### src/rtl/bcd_stopwatch_core_if.sv
// Signal bundle between the stopwatch core and its surrounding logic.
// The master side drives enables/controls; the slave side (the core) drives the display and lap digits.
interface bcd_stopwatch_core_if;
  logic       tick_1hz;
  logic       tick_adj;
  logic       pause_pulse;
  logic       pause_level;
  logic       adj_mode;
  logic       sel;
  logic       mode_down;
  logic       lap_pulse;
  logic [3:0] mt;
  logic [3:0] mo;
  logic [3:0] st;
  logic [3:0] so;
  logic       running;
  logic       adjusting;
  logic       expired;
  logic       lap_valid;
  logic [3:0] lap_mt;
  logic [3:0] lap_mo;
  logic [3:0] lap_st;
  logic [3:0] lap_so;

  modport master (
    output tick_1hz, tick_adj, pause_pulse, pause_level, adj_mode, sel, mode_down, lap_pulse,
    input  mt, mo, st, so, running, adjusting, expired,
    input  lap_valid, lap_mt, lap_mo, lap_st, lap_so
  );

  modport slave (
    input  tick_1hz, tick_adj, pause_pulse, pause_level, adj_mode, sel, mode_down, lap_pulse,
    output mt, mo, st, so, running, adjusting, expired,
    output lap_valid, lap_mt, lap_mo, lap_st, lap_so
  );
endinterface

### src/rtl/bcd_stopwatch_core.sv
// BCD mm:ss stopwatch / countdown timer with run, pause, adjust and expiry states.
// Optional lap capture is built only when STOPWATCH_LAP_EN is defined.
module bcd_stopwatch_core #(
  parameter int unsigned MIN_MAX    = 59,
  parameter int unsigned PRESET_MIN = 0
) (
  input  logic                  clk_100mhz,
  input  logic                  rst,
  bcd_stopwatch_core_if.slave   bus
);

  typedef enum logic [1:0] {PAUSED, RUN, ADJUST, EXPIRED} state_t;

  localparam logic [7:0] MIN_MAX_BCD = {4'(MIN_MAX / 10), 4'(MIN_MAX % 10)};
  localparam logic [7:0] PRESET_BCD  = {4'(PRESET_MIN / 10), 4'(PRESET_MIN % 10)};
  localparam logic [7:0] SEC_MAX_BCD = 8'h59;

  state_t     r_state;
  logic [7:0] r_min;
  logic [7:0] r_sec;
  logic       r_expired;
  logic       r_running;
  logic       r_adjusting;

  state_t     w_next;
  logic [7:0] w_min;
  logic [7:0] w_sec;
  logic       w_expired;
  logic       w_adj_evt;

  // Two-digit BCD increment that wraps to 00 after lim.
  function automatic logic [7:0] bcd_inc(input logic [7:0] v, input logic [7:0] lim);
    if (v == lim)
      return 8'h00;
    if (v[3:0] == 4'd9)
      return {v[7:4] + 4'd1, 4'd0};
    return {v[7:4], v[3:0] + 4'd1};
  endfunction

  // Two-digit BCD decrement; callers never pass 00.
  function automatic logic [7:0] bcd_dec(input logic [7:0] v);
    if (v[3:0] == 4'd0)
      return {v[7:4] - 4'd1, 4'd9};
    return {v[7:4], v[3:0] - 4'd1};
  endfunction

  assign w_adj_evt = bus.pause_pulse | (bus.tick_adj & bus.pause_level);

  always_comb begin
    w_next    = r_state;
    w_min     = r_min;
    w_sec     = r_sec;
    w_expired = 1'b0;
    if (bus.adj_mode) begin
      // A pause press only increments once already adjusting; on entry it is swallowed.
      w_next = ADJUST;
      if (r_state == ADJUST && w_adj_evt) begin
        if (bus.sel)
          w_sec = bcd_inc(r_sec, SEC_MAX_BCD);
        else
          w_min = bcd_inc(r_min, MIN_MAX_BCD);
      end
    end else begin
      case (r_state)
        PAUSED: begin
          if (bus.pause_pulse)
            w_next = RUN;
        end
        RUN: begin
          if (bus.tick_1hz) begin
            if (!bus.mode_down) begin
              w_sec = bcd_inc(r_sec, SEC_MAX_BCD);
              if (r_sec == SEC_MAX_BCD)
                w_min = bcd_inc(r_min, MIN_MAX_BCD);
            end else if (r_min == 8'h00 && r_sec == 8'h00) begin
              w_expired = 1'b1;
              w_next    = EXPIRED;
            end else if (r_sec == 8'h00) begin
              w_sec = SEC_MAX_BCD;
              w_min = bcd_dec(r_min);
            end else begin
              w_sec = bcd_dec(r_sec);
            end
          end
          // The count for this cycle still lands before pausing.
          if (bus.pause_pulse)
            w_next = PAUSED;
        end
        ADJUST: w_next = PAUSED;
        EXPIRED: begin
          if (bus.pause_pulse)
            w_next = PAUSED;
        end
        default: w_next = PAUSED;
      endcase
    end
  end

  always_ff @(posedge clk_100mhz) begin
    if (rst) begin
      r_state     <= PAUSED;
      r_min       <= PRESET_BCD;
      r_sec       <= 8'h00;
      r_expired   <= 1'b0;
      r_running   <= 1'b0;
      r_adjusting <= 1'b0;
    end else begin
      r_state     <= w_next;
      r_min       <= w_min;
      r_sec       <= w_sec;
      r_expired   <= w_expired;
      r_running   <= (w_next == RUN);
      r_adjusting <= (w_next == ADJUST);
    end
  end

  assign bus.mt        = r_min[7:4];
  assign bus.mo        = r_min[3:0];
  assign bus.st        = r_sec[7:4];
  assign bus.so        = r_sec[3:0];
  assign bus.running   = r_running;
  assign bus.adjusting = r_adjusting;
  assign bus.expired   = r_expired;

`ifdef STOPWATCH_LAP_EN
  logic        r_lap_valid;
  logic [15:0] r_lap;

  // Captures the pre-tick value because r_min/r_sec have not yet taken this cycle's count.
  always_ff @(posedge clk_100mhz) begin
    if (rst) begin
      r_lap_valid <= 1'b0;
      r_lap       <= '0;
    end else if (r_state == RUN && bus.lap_pulse) begin
      r_lap_valid <= 1'b1;
      r_lap       <= {r_min, r_sec};
    end
  end

  assign bus.lap_valid = r_lap_valid;
  assign bus.lap_mt    = r_lap[15:12];
  assign bus.lap_mo    = r_lap[11:8];
  assign bus.lap_st    = r_lap[7:4];
  assign bus.lap_so    = r_lap[3:0];
`else
  logic w_unused_lap;
  assign w_unused_lap  = bus.lap_pulse;
  assign bus.lap_valid = 1'b0;
  assign bus.lap_mt    = '0;
  assign bus.lap_mo    = '0;
  assign bus.lap_st    = '0;
  assign bus.lap_so    = '0;
`endif

endmodule

### src/flat_wrapper.sv
// flat-port wrapper written by rule: the top's interface ports become plain ports
module bcd_stopwatch_core_flat 
#(
  parameter int unsigned MIN_MAX    = 59,
  parameter int unsigned PRESET_MIN = 0
)
  (clk_100mhz, rst, bus_tick_1hz, bus_tick_adj, bus_pause_pulse, bus_pause_level, bus_adj_mode, bus_sel, bus_mode_down, bus_lap_pulse, bus_mt, bus_mo, bus_st, bus_so, bus_running, bus_adjusting, bus_expired, bus_lap_valid, bus_lap_mt, bus_lap_mo, bus_lap_st, bus_lap_so);
  bcd_stopwatch_core_if bus_i ();
  input  logic clk_100mhz;
  input  logic rst;
  input wire logic [$bits(bus_i.tick_1hz)-1:0] bus_tick_1hz;
  input wire logic [$bits(bus_i.tick_adj)-1:0] bus_tick_adj;
  input wire logic [$bits(bus_i.pause_pulse)-1:0] bus_pause_pulse;
  input wire logic [$bits(bus_i.pause_level)-1:0] bus_pause_level;
  input wire logic [$bits(bus_i.adj_mode)-1:0] bus_adj_mode;
  input wire logic [$bits(bus_i.sel)-1:0] bus_sel;
  input wire logic [$bits(bus_i.mode_down)-1:0] bus_mode_down;
  input wire logic [$bits(bus_i.lap_pulse)-1:0] bus_lap_pulse;
  output wire logic [$bits(bus_i.mt)-1:0] bus_mt;
  output wire logic [$bits(bus_i.mo)-1:0] bus_mo;
  output wire logic [$bits(bus_i.st)-1:0] bus_st;
  output wire logic [$bits(bus_i.so)-1:0] bus_so;
  output wire logic [$bits(bus_i.running)-1:0] bus_running;
  output wire logic [$bits(bus_i.adjusting)-1:0] bus_adjusting;
  output wire logic [$bits(bus_i.expired)-1:0] bus_expired;
  output wire logic [$bits(bus_i.lap_valid)-1:0] bus_lap_valid;
  output wire logic [$bits(bus_i.lap_mt)-1:0] bus_lap_mt;
  output wire logic [$bits(bus_i.lap_mo)-1:0] bus_lap_mo;
  output wire logic [$bits(bus_i.lap_st)-1:0] bus_lap_st;
  output wire logic [$bits(bus_i.lap_so)-1:0] bus_lap_so;
  assign bus_i.tick_1hz = bus_tick_1hz;
  assign bus_i.tick_adj = bus_tick_adj;
  assign bus_i.pause_pulse = bus_pause_pulse;
  assign bus_i.pause_level = bus_pause_level;
  assign bus_i.adj_mode = bus_adj_mode;
  assign bus_i.sel = bus_sel;
  assign bus_i.mode_down = bus_mode_down;
  assign bus_i.lap_pulse = bus_lap_pulse;
  assign bus_mt = bus_i.mt;
  assign bus_mo = bus_i.mo;
  assign bus_st = bus_i.st;
  assign bus_so = bus_i.so;
  assign bus_running = bus_i.running;
  assign bus_adjusting = bus_i.adjusting;
  assign bus_expired = bus_i.expired;
  assign bus_lap_valid = bus_i.lap_valid;
  assign bus_lap_mt = bus_i.lap_mt;
  assign bus_lap_mo = bus_i.lap_mo;
  assign bus_lap_st = bus_i.lap_st;
  assign bus_lap_so = bus_i.lap_so;
  bcd_stopwatch_core #(.MIN_MAX(MIN_MAX), .PRESET_MIN(PRESET_MIN)) u_core (.clk_100mhz(clk_100mhz), .rst(rst), .bus(bus_i));
endmodule
### config.mk
export PLATFORM = sky130hd
export DESIGN_NAME = bcd_stopwatch_core_flat
export DESIGN_NICKNAME = d
export VERILOG_FILES = /design/src/rtl/bcd_stopwatch_core_if.sv /design/src/rtl/bcd_stopwatch_core.sv /design/src/flat_wrapper.sv
export SDC_FILE = /design/constraint.sdc
export NUM_CORES = 1
export LEC_CHECK = 0
export BUFFER_PORTS_ARGS = -buffer_cell sky130_fd_sc_hd__buf_2
export CAP_MARGIN = 30
export CELL_PAD_IN_SITES_DETAIL_PLACEMENT = 0
export CELL_PAD_IN_SITES_GLOBAL_PLACEMENT = 1
export CORE_MARGIN = 5
export CORE_UTILIZATION = 42
export CTS_CLUSTER_DIAMETER = 120
export DETAILED_ROUTE_END_ITERATION = 8
export PLACE_DENSITY_LB_ADDON = 0.1
export SETUP_SLACK_MARGIN = 0.02
export SKIP_LAST_GASP = 1
export SLEW_MARGIN = 10
export SYNTH_ARGS = -nofsm -noshare
export SYNTH_HDL_FRONTEND = slang
export SYNTH_SLANG_ARGS = --single-unit
### constraint.sdc
create_clock -name clk_100mhz -period 5.2 [get_ports clk_100mhz]
set_input_delay 1.04 -clock clk_100mhz [delete_from_list [all_inputs] [get_ports clk_100mhz]]
set_output_delay 1.04 -clock clk_100mhz [all_outputs]
set_load 0.005 [all_outputs]
# After elaboration in Yosys (flattened, before gate mapping)
# Index checks and enable logic that the tools add are counted.
dict set report word_totals {
  register_bits 21
  latch_bits 0
  ram_bits 0
  rom_bits 0
  input_bits 10
  output_inout_bits 36
  elab_cells 150
  memories 0
}
dict set report op_classes {
  add_sub_neg 8
  multipliers 0
  div 0
  n_lt_le_gt_ge 0
  eq_ne 18
  n_shift 0
  n_mux 94
  n_bitwise 5
  reduce_logical 17
}
# cell n
set op_table {}
lappend op_table {{two-way mux 8 bit} 33}
lappend op_table {{two-way mux 1 bit} 53}
lappend op_table {{adder 4 x 1 -> 4 bit (second input constant)} 4}
lappend op_table {{== test 8 x 7 -> 1 bit (second input constant)} 2}
lappend op_table {{zero test 8 bit} 2}
lappend op_table {{subtractor 4 x 1 -> 4 bit (second input constant)} 4}
lappend op_table {{two-way mux 2 bit} 7}
lappend op_table {{AND reduction 10 bit} 1}
lappend op_table {{== test 4 bit (second input constant)} 2}
lappend op_table {{zero test 4 bit} 2}
lappend op_table {{case mux 2 bit (4 select lines)} 1}
lappend op_table {{AND reduction 8 bit} 1}
lappend op_table {{nonzero test 4 bit} 2}
lappend op_table {{AND reduction 7 bit} 1}
lappend op_table {{== test 2 bit (second input constant)} 3}
lappend op_table {{inequality test 3 x 1 -> 1 bit (second input constant)} 2}
lappend op_table {{inequality test 3 x 2 -> 1 bit (second input constant)} 2}
lappend op_table {{AND reduction 5 bit} 1}
lappend op_table {{OR reduction 5 bit} 1}
lappend op_table {{== test 2 x 1 -> 1 bit (second input constant)} 2}
lappend op_table {{inequality test 2 x 1 -> 1 bit (second input constant)} 2}
lappend op_table {{inequality test 4 x 2 -> 1 bit (second input constant)} 1}
lappend op_table {{nonzero test 2 bit} 2}
lappend op_table {{inequality test 3 bit (second input constant)} 1}
lappend op_table {{7 further kinds} 10}

# Logic depth before layout (Yosys ltp)
# Gate-level depths: netlist of run 1.
dict set report depth {
  word_depth 20
  ltp_mapped 8
}

# Worst setup path before layout of run 1
# Ideal clock, no wire load.
dict set report synth_path {
  kind {input to register}
  from {input bus_tick_adj}
  to {register u_core.r_sec[7]}
  setup_ps 132
  arrival_ps 2168
  required_time_ps 5068
  setup_slack_ps 2900
  path_stages 5
  cell_sequence {a21oi_1 o41a_4 a221oi_4 a21boi_2 o32ai_2}
}
dict set report synth_between {
  elab_chain_cells 5
}
# item line_no
set synth_rtl {}
lappend synth_rtl {{start: declaration} flat_wrapper.sv:12} ;# input wire logic [$bits(bus_i.tick_adj)-1:0] bus_tick_adj;
lappend synth_rtl {{AND 1 bit} bcd_stopwatch_core.sv:47} ;# assign w_adj_evt = bus.pause_pulse | (bus.tick_adj & bus.pause_level);
lappend synth_rtl {{bitwise OR 1 bit} bcd_stopwatch_core.sv:47}
lappend synth_rtl {{logical AND 1 bit} bcd_stopwatch_core.sv:57} ;# if (r_state == ADJUST && w_adj_evt) begin
lappend synth_rtl {{inequality test 2 x 1 -> 1 bit (no line)} n/a}
lappend synth_rtl {{AND reduction 8 bit (no line)} n/a}
lappend synth_rtl {{end signal: assignment} bcd_stopwatch_core.sv:110} ;# r_sec <= w_sec;
lappend synth_rtl {{end: declaration} bcd_stopwatch_core.sv:20} ;# logic [7:0] r_sec;
# No other way between the ends.
# A chain may end at the register's enable or synchronous reset.

# Worst setup path in the final report of run 1
dict set report layout_path {
  from {input bus_adj_mode}
  to {register u_core.r_min[7]}
}
dict set report layout_between {
  elab_chain_cells 2
  word_cells_on_any_way 12
  classes_between {eq/ne: 6; mux: 1; reduce/logical: 5}
}
# item line_no
set layout_rtl {}
lappend layout_rtl {{start: declaration} flat_wrapper.sv:15} ;# input wire logic [$bits(bus_i.adj_mode)-1:0] bus_adj_mode;
lappend layout_rtl {{inequality test 3 x 1 -> 1 bit (no line), or another cell as far along} n/a}
lappend layout_rtl {{AND reduction 10 bit (no line)} n/a}
lappend layout_rtl {{end signal: assignment} bcd_stopwatch_core.sv:109} ;# r_min <= w_min;
lappend layout_rtl {{end: declaration} bcd_stopwatch_core.sv:19} ;# logic [7:0] r_min;
# Several ways; a longest one is shown, not always the timed one.

==> impl_metrics.ini, run 1 <==
[setup_path]
startpoint = bus_adj_mode
end_kind = flip-flop
rrSetupSlack_ns = 2.97
start_kind = input pin
critPathMaxFanout = 21
crit_slowest_cell = nand2b_1
max_stage_delay_ns = 0.65
cp_num_buf_inv = 1
crit_required_ns = 5.36
crit_family = simple AND/OR/NAND/NOR gates
critPathKind = in -> reg
crit_chain = buf_2 > nand2b_1 > and2_0 > o21a_1 > nand3_1 > a32o_1
cp.arrival_ns = 2.93
crit-reg2reg-launch = u_core.r_min[0]$_SDFFE_PP0P_

[yosys]
synth_area_mm2 = 0.00183
post_synth_main_area_contributors = dfxtp_1, ha_1, buf_4
avgSynthCellArea_um2 = 8.27
synth.top_cell.area_share_pct = 23.0
synthFlopType = dfxtp_1
yosysUniqueCellTypes = 61
synth_area_leader_cell = dfxtp_1
ys_seq_elements = 21
yosysMostFrequentCell = dfxtp_1
synth-edff-count = 0
synthCells = 221
yosysWarnings = 0
ys_async_sr_fraction_pct = 0
synth_seq_area_share_pct = 23.0
synth_common_cells = dfxtp_1, buf_4, a21oi_1, nand2_1, nor2_1

[clock_network]
clockBufferDepth = 2
cts_max_level = 1
cts-hold-fix-buffers = 0
cts.sinks = 21
cts-resized-gates = 0
cts_made_buffers = 3
cts_tree = done
cts-root-buf = clkbuf_8
cts_setup_buffers = 0
clk_latency_ns = 0.26
clk_pin_slew_ns = 0.08

[place]
gp_congestion = 0.775
post-dp-hpwl_mm = 3.15
io_buffers = 27

[floorplan]
core_area_mm2 = 0.00429
die_area_mm2 = 0.00577
start_util_pct = 42.5
die_w_um = 76.0
ioPinCount = 46
row_count = 24
die_h_um = 76.0

[route]
post_drt_wl_per_cell_um = 14.6
drt_iter0_drc = 100
drcViolationCount = 0
vias = 1688
via_per_inst = 5.72
dr.pass1.iters = 4
wl_mm = 4.32
ant_nets = 0

[grt]
grt-ovfl-total = 0
grt_use_total_pct = 15.1
grt_pass1_vias = 1516
grt_max_degree = 23
antenna_found_initial = 0
grt_pass1_wl_mm = 7.51

[final_layout]
nets = 267
multi_input_area_mm2 = 0.00124
n_fill_cell = 448
syn_to_final_growth_pct = 7.53
final_core_util_pct = 45.7
num_antenna_cells = 0
drive_gt1_share_pct = 19.8
seqCellArea_um2 = 420

[timing]
max_freq_mhz = 362
worstMarginPinSlew_ns = 0.792
rsz0062_at_grt = no
min_period_over_period_pct = 53.1
final_max_slew_viol_count = 0
worst_clock_skew_ns = 0.00230
holdWs_ns = 0.569
setup_tns_ns = 0
max_slew_margin_pct = 47.2
hold_violations = 0
layout_min_cycle_time_ns = 2.76
setup_viol = 0

[hold_path]
hp-class = reg -> reg
hold_start = u_core.r_min[4]$_SDFFE_PP0P_

[job]
cap_violations = 0

[outcome]
status = completed

[power]
powerDensity_mw_per_mm2 = 173
leakagePower_uw = 0.000807
peakVddDrop_mv = 0.0752
[per-stage QoR]
stage	cells	instance area [um2]	total power, uW	worst slack (ns)
finish	295	1960	339	2.44
global placement	291	1920	230	2.15
floorplan	237	1890	223	2.90
global route	295	1960	361	2.28
detailed placement	291	1920	230	2.18
CTS	295	1960	344	2.47
[layout by cell type (no fill, tap or decap), types with 3 or more instances in the layout]
cell type  count
a211oi_1       5
a21oi_1       15
a311oi_1       5
a31oi_1        5
and3_1         6
buf_2         27
clkbuf_8       3
conb_1        17
dfxtp_1       21
ha_1          13
inv_1         12
nand2_1       15
nand3_1        6
nand3b_1       5
nand4_1        3
nor2_1        14
nor2b_1        4
nor3_1        10
o21ai_0        7
[per-layer routing]
layer  share of wire (%)  global-route usage, %
met5                   0                      0
met4                 1.3                   4.80
met3                 6.2                   2.61
met2                  40                   22.6
met1                  52                   21.8
[final cells by class]
class,instances,share of cell area (%)
Clock inverter,1,0.255
Clock buffer,3,2.10
Tap cell,52,3.31
Sequential cell,21,21.4
Multi-Input combinational cell,178,63.4
Timing Repair Buffer,28,7.26
Inverter,12,2.29
[worst reg2reg max path, delay by kind of cell (launching register included)]
kind | cells | cell delay, ns
AND/OR/NAND/NOR | 2 | 0.46
flip-flops | 1 | 0.52
adder cells (fa/ha/maj) | 1 | 0.25
AO/OA/AOI/OAI | 3 | 0.76
buffers and inverters | 1 | 0.11
[power breakdown]
part           switching (uW)  total [uW]  leakage (uW)  internal [uW]
Sequential               4.50         168      0.000170            164
Combinational            37.0        57.9      0.000611           20.9
Clock                    59.5         113     0.0000255           53.5
Total                     101         339      0.000807            238
[state kept, by name, indices dropped and copies added (netlist names)]
register              cells
u_core.r_sec              8
u_core.r_state            2
u_core.bus.running        1
u_core.r_min              8
u_core.bus.adjusting      1
u_core.bus.expired        1
[worst paths after layout]
check / endpoint / cells after the start
setup / recovery: u_core.r_min[7]$_SDFFE_PP0P_ / 6
hold / removal: u_core.r_min[4]$_SDFFE_PP0P_ / 2
setup reg to reg: u_core.r_sec[7]$_SDFFE_PP0P_ / 7
hold reg to reg: u_core.r_min[4]$_SDFFE_PP0P_ / 2
[kinds of logic (layout without fill, tap and decap cells)]
family | Yosys count | in the layout | share of synthesized area (%)
AOI/OAI and AO/OA | 64 | 64 | 28.8
adders and majority gates | 13 | 13 | 8.90
buffers and inverters | 38 | 44 | 12.1
DFF | 21 | 21 | 23.0
muxes | 2 | 2 | 1.10
other | 1 | 17 | 0.205
and+or+nand+nor | 82 | 82 | 25.9
Power figures use the tool's default switching activity.
==> inputs of run 2 (changes only) <==
--- a/config.mk
+++ b/config.mk
@@ -5,12 +5,13 @@
 export SDC_FILE = /design/constraint.sdc
 export NUM_CORES = 1
 export LEC_CHECK = 0
+export ABC_AREA = 1
 export BUFFER_PORTS_ARGS = -buffer_cell sky130_fd_sc_hd__buf_2
 export CAP_MARGIN = 30
 export CELL_PAD_IN_SITES_DETAIL_PLACEMENT = 0
 export CELL_PAD_IN_SITES_GLOBAL_PLACEMENT = 1
 export CORE_MARGIN = 5
-export CORE_UTILIZATION = 42
+export CORE_UTILIZATION = 34
 export CTS_CLUSTER_DIAMETER = 120
 export DETAILED_ROUTE_END_ITERATION = 8
 export PLACE_DENSITY_LB_ADDON = 0.1
==> constraint.sdc (replaced) <==
create_clock -name clk_100mhz -period 2.3 [get_ports clk_100mhz]
set_input_delay 0.46 -clock clk_100mhz [delete_from_list [all_inputs] [get_ports clk_100mhz]]
set_output_delay 0.46 -clock clk_100mhz [all_outputs]
set_load 0.005 [all_outputs]
==> impl_metrics.ini, run 2 <==
[setup_path]
critPathMaxFanout = 8
crit_required_ns = 2.47
crit_slowest_cell = dfxtp_1
r2r-end = u_core.r_sec[4]$_SDFFE_PP0P_
start_kind = flip-flop
end_kind = flip-flop
crit_chain = inv_1 > ha_1 > nand3_1 > nor2_1 > nand3_4 > nand3b_4 > nand2_1 > nand2_1 > nor2_1
rrSetupSlack_ns = 0.59
cp.arrival_ns = 1.88
critPathKind = reg -> reg
worstRegToRegCells = 9
crit-reg2reg-launch = u_core.r_min[0]$_SDFFE_PP0P_
max_stage_delay_ns = 0.38

[hold_path]
hp-class = in -> reg
holdPathEnd = u_core.bus.adjusting$_SDFF_PP0_
holdPathStages = 2
hold_start = rst

[floorplan]
row_count = 27
start_util_pct = 34.6
die_w_um = 84.4
die_area_mm2 = 0.00712
die_h_um = 84.4
core_area_mm2 = 0.00544
ioPinCount = 46

[clock_network]
clk_latency_ns = 0.27
cts_setup_buffers = 0
cts-hold-fix-buffers = 0
cts-root-buf = clkbuf_8
clk_pin_slew_ns = 0.09
cts-resized-gates = 0
clockBufferDepth = 2
cts_max_level = 1
cts_tree = done
cts.sinks = 21
cts_made_buffers = 3

[route]
dr.pass1.iters = 4
post_drt_wl_per_cell_um = 11.3
vias = 1611
wl_mm = 4.21
drcViolationCount = 0
via_per_inst = 4.32
drt_iter0_drc = 24
ant_nets = 0

[power]
fin_total_pwr_uw = 849
peakVddDrop_mv = 0.260
leakagePower_uw = 0.00110
powerDensity_mw_per_mm2 = 410

[job]
cap_violations = 0

[timing]
layout_min_cycle_time_ns = 1.71
max_freq_mhz = 583
final_max_slew_viol_count = 0
holdWs_ns = 0.379
min_period_over_period_pct = 74.6
setup_viol = 0
rsz0062_at_grt = no
worst_clock_skew_ns = 0.00457
setup_tns_ns = 0
hold_violations = 0

[grt]
grt_use_total_pct = 12.2
grt-ovfl-total = 0
grt_pass1_vias = 1628
grt_pass1_wl_mm = 7.31
antenna_found_initial = 0
grt_max_degree = 19

[outcome]
status = completed

[yosys]
synthCells = 272
ys_seq_elements = 21
synth_seq_area_share_pct = 22.4
synthFlopType = dfxtp_1
yosysWarnings = 0
synth.top_cell.area_share_pct = 22.4
yosysMostFrequentCell = nand2_1
synth-edff-count = 0
synth_common_cells = nand2_1, nor2_1, inv_1, dfxtp_1, nand3_1
synth_area_leader_cell = dfxtp_1
synth_area_mm2 = 0.00188
avgSynthCellArea_um2 = 6.91
yosysUniqueCellTypes = 33
ys_async_sr_fraction_pct = 0
post_synth_main_area_contributors = dfxtp_1, nand2_1, nor2_1

[final_layout]
largestRegisters = u_core.r_min (8), u_core.r_sec (8), u_core.r_state (2)
num_antenna_cells = 0
n_fill_cell = 623
syn_to_final_growth_pct = 10.0
layout_commonest_cell = nand2_1
drive_gt1_share_pct = 21.3
nets = 325
final_cell_mix = nand2_1, nor2_1, buf_2

[place]
gp_congestion = 0.773
io_buffers = 27
post-dp-hpwl_mm = 3.32
run 2: layer usage:
| layer | routed length (um) | global-route usage [%] | part of all wire [%] | vias up |
|---|---|---|---|---|
| met1 | 2000 | 15.9 | 47 | 707 |
| met4 | 29 | 1.73 | 0.69 | 0 |
| met3 | 132 | 2.85 | 3.1 | 2 |
| met2 | 2050 | 21.2 | 49 | 20 |
| met5 | 0 | 0 | 0 | - |
| li1 | - | - | - | 882 |
run 2: cell type report:
| type | count | area [um2] | share of cell area [%] |
|---|---|---|---|
| clock inverter | 1 | 5.00 | 0.242 |
| tap | 72 | 90.1 | 4.35 |
| timing repair buffer | 29 | 150 | 7.26 |
| multi-input combinational | 214 | 1240 | 59.7 |
| clock buffer | 3 | 41.3 | 2.00 |
| sequential | 21 | 420 | 20.3 |
| inverter | 33 | 126 | 6.11 |
run 2: cell families (layout without fill, tap and decap cells):
family	Yosys count	in the layout	share of synthesized area, %
buf+inv	53	66	15.1
compound gates	28	28	9.31
xor+xnor	12	12	5.59
simple gates	144	144	38.8
fa+ha+maj	13	13	8.65
flops	21	21	22.4
other cells	1	17	0.199
run 2: how the worst max path moves through the flow:
stage | slack, ns | endpoint | depth (start not counted) | startpoint
after CTS | 0.56 | u_core.r_sec[7]$_SDFFE_PP0P_ | 9 | u_core.r_min[0]$_SDFFE_PP0P_
after floorplan | 0.80 | u_core.r_min[3]$_SDFFE_PP0P_ | 9 | u_core.r_sec[0]$_SDFFE_PP0P_
after global placement | 0.43 | u_core.r_sec[6]$_SDFFE_PP0P_ | 9 | bus_adj_mode
after detailed placement | 0.43 | u_core.r_sec[4]$_SDFFE_PP0P_ | 9 | bus_adj_mode
final | 0.59 | u_core.r_sec[4]$_SDFFE_PP0P_ | 9 | u_core.r_min[0]$_SDFFE_PP0P_
after global routing | 0.38 | u_core.r_sec[6]$_SDFFE_PP0P_ | 9 | u_core.r_min[0]$_SDFFE_PP0P_
run 2: where the power goes:
part / internal, uW / total [uW] / leakage, uW / switching, uW
logic: 73.2 / 202 / 0.000902 / 129
clock network: 121 / 258 / 0.0000255 / 137
registers: 375 / 390 / 0.000171 / 15.5
run 2: stage by stage:
stage | instance area [um2] | utilization [%] | worst slack [ns] | instances
final | 2070 | 38.0 | 0.585 | 373
after global routing | 2070 | 38.0 | 0.382 | 373
after global placement | 2020 | 37.2 | 0.425 | 369
after CTS | 2070 | 38.0 | 0.555 | 373
after floorplan | 1940 | - | 0.795 | 288
after detailed placement | 2020 | 37.2 | 0.433 | 369
run 2: critical path: cells and delay by family, from the launching register on:
| kind | cells | cell delay, ns |
|---|---|---|
| buffers and inverters | 1 | 0.14 |
| and+or+nand+nor | 7 | 0.87 |
| DFF | 1 | 0.38 |
| adders and majority gates | 1 | 0.21 |
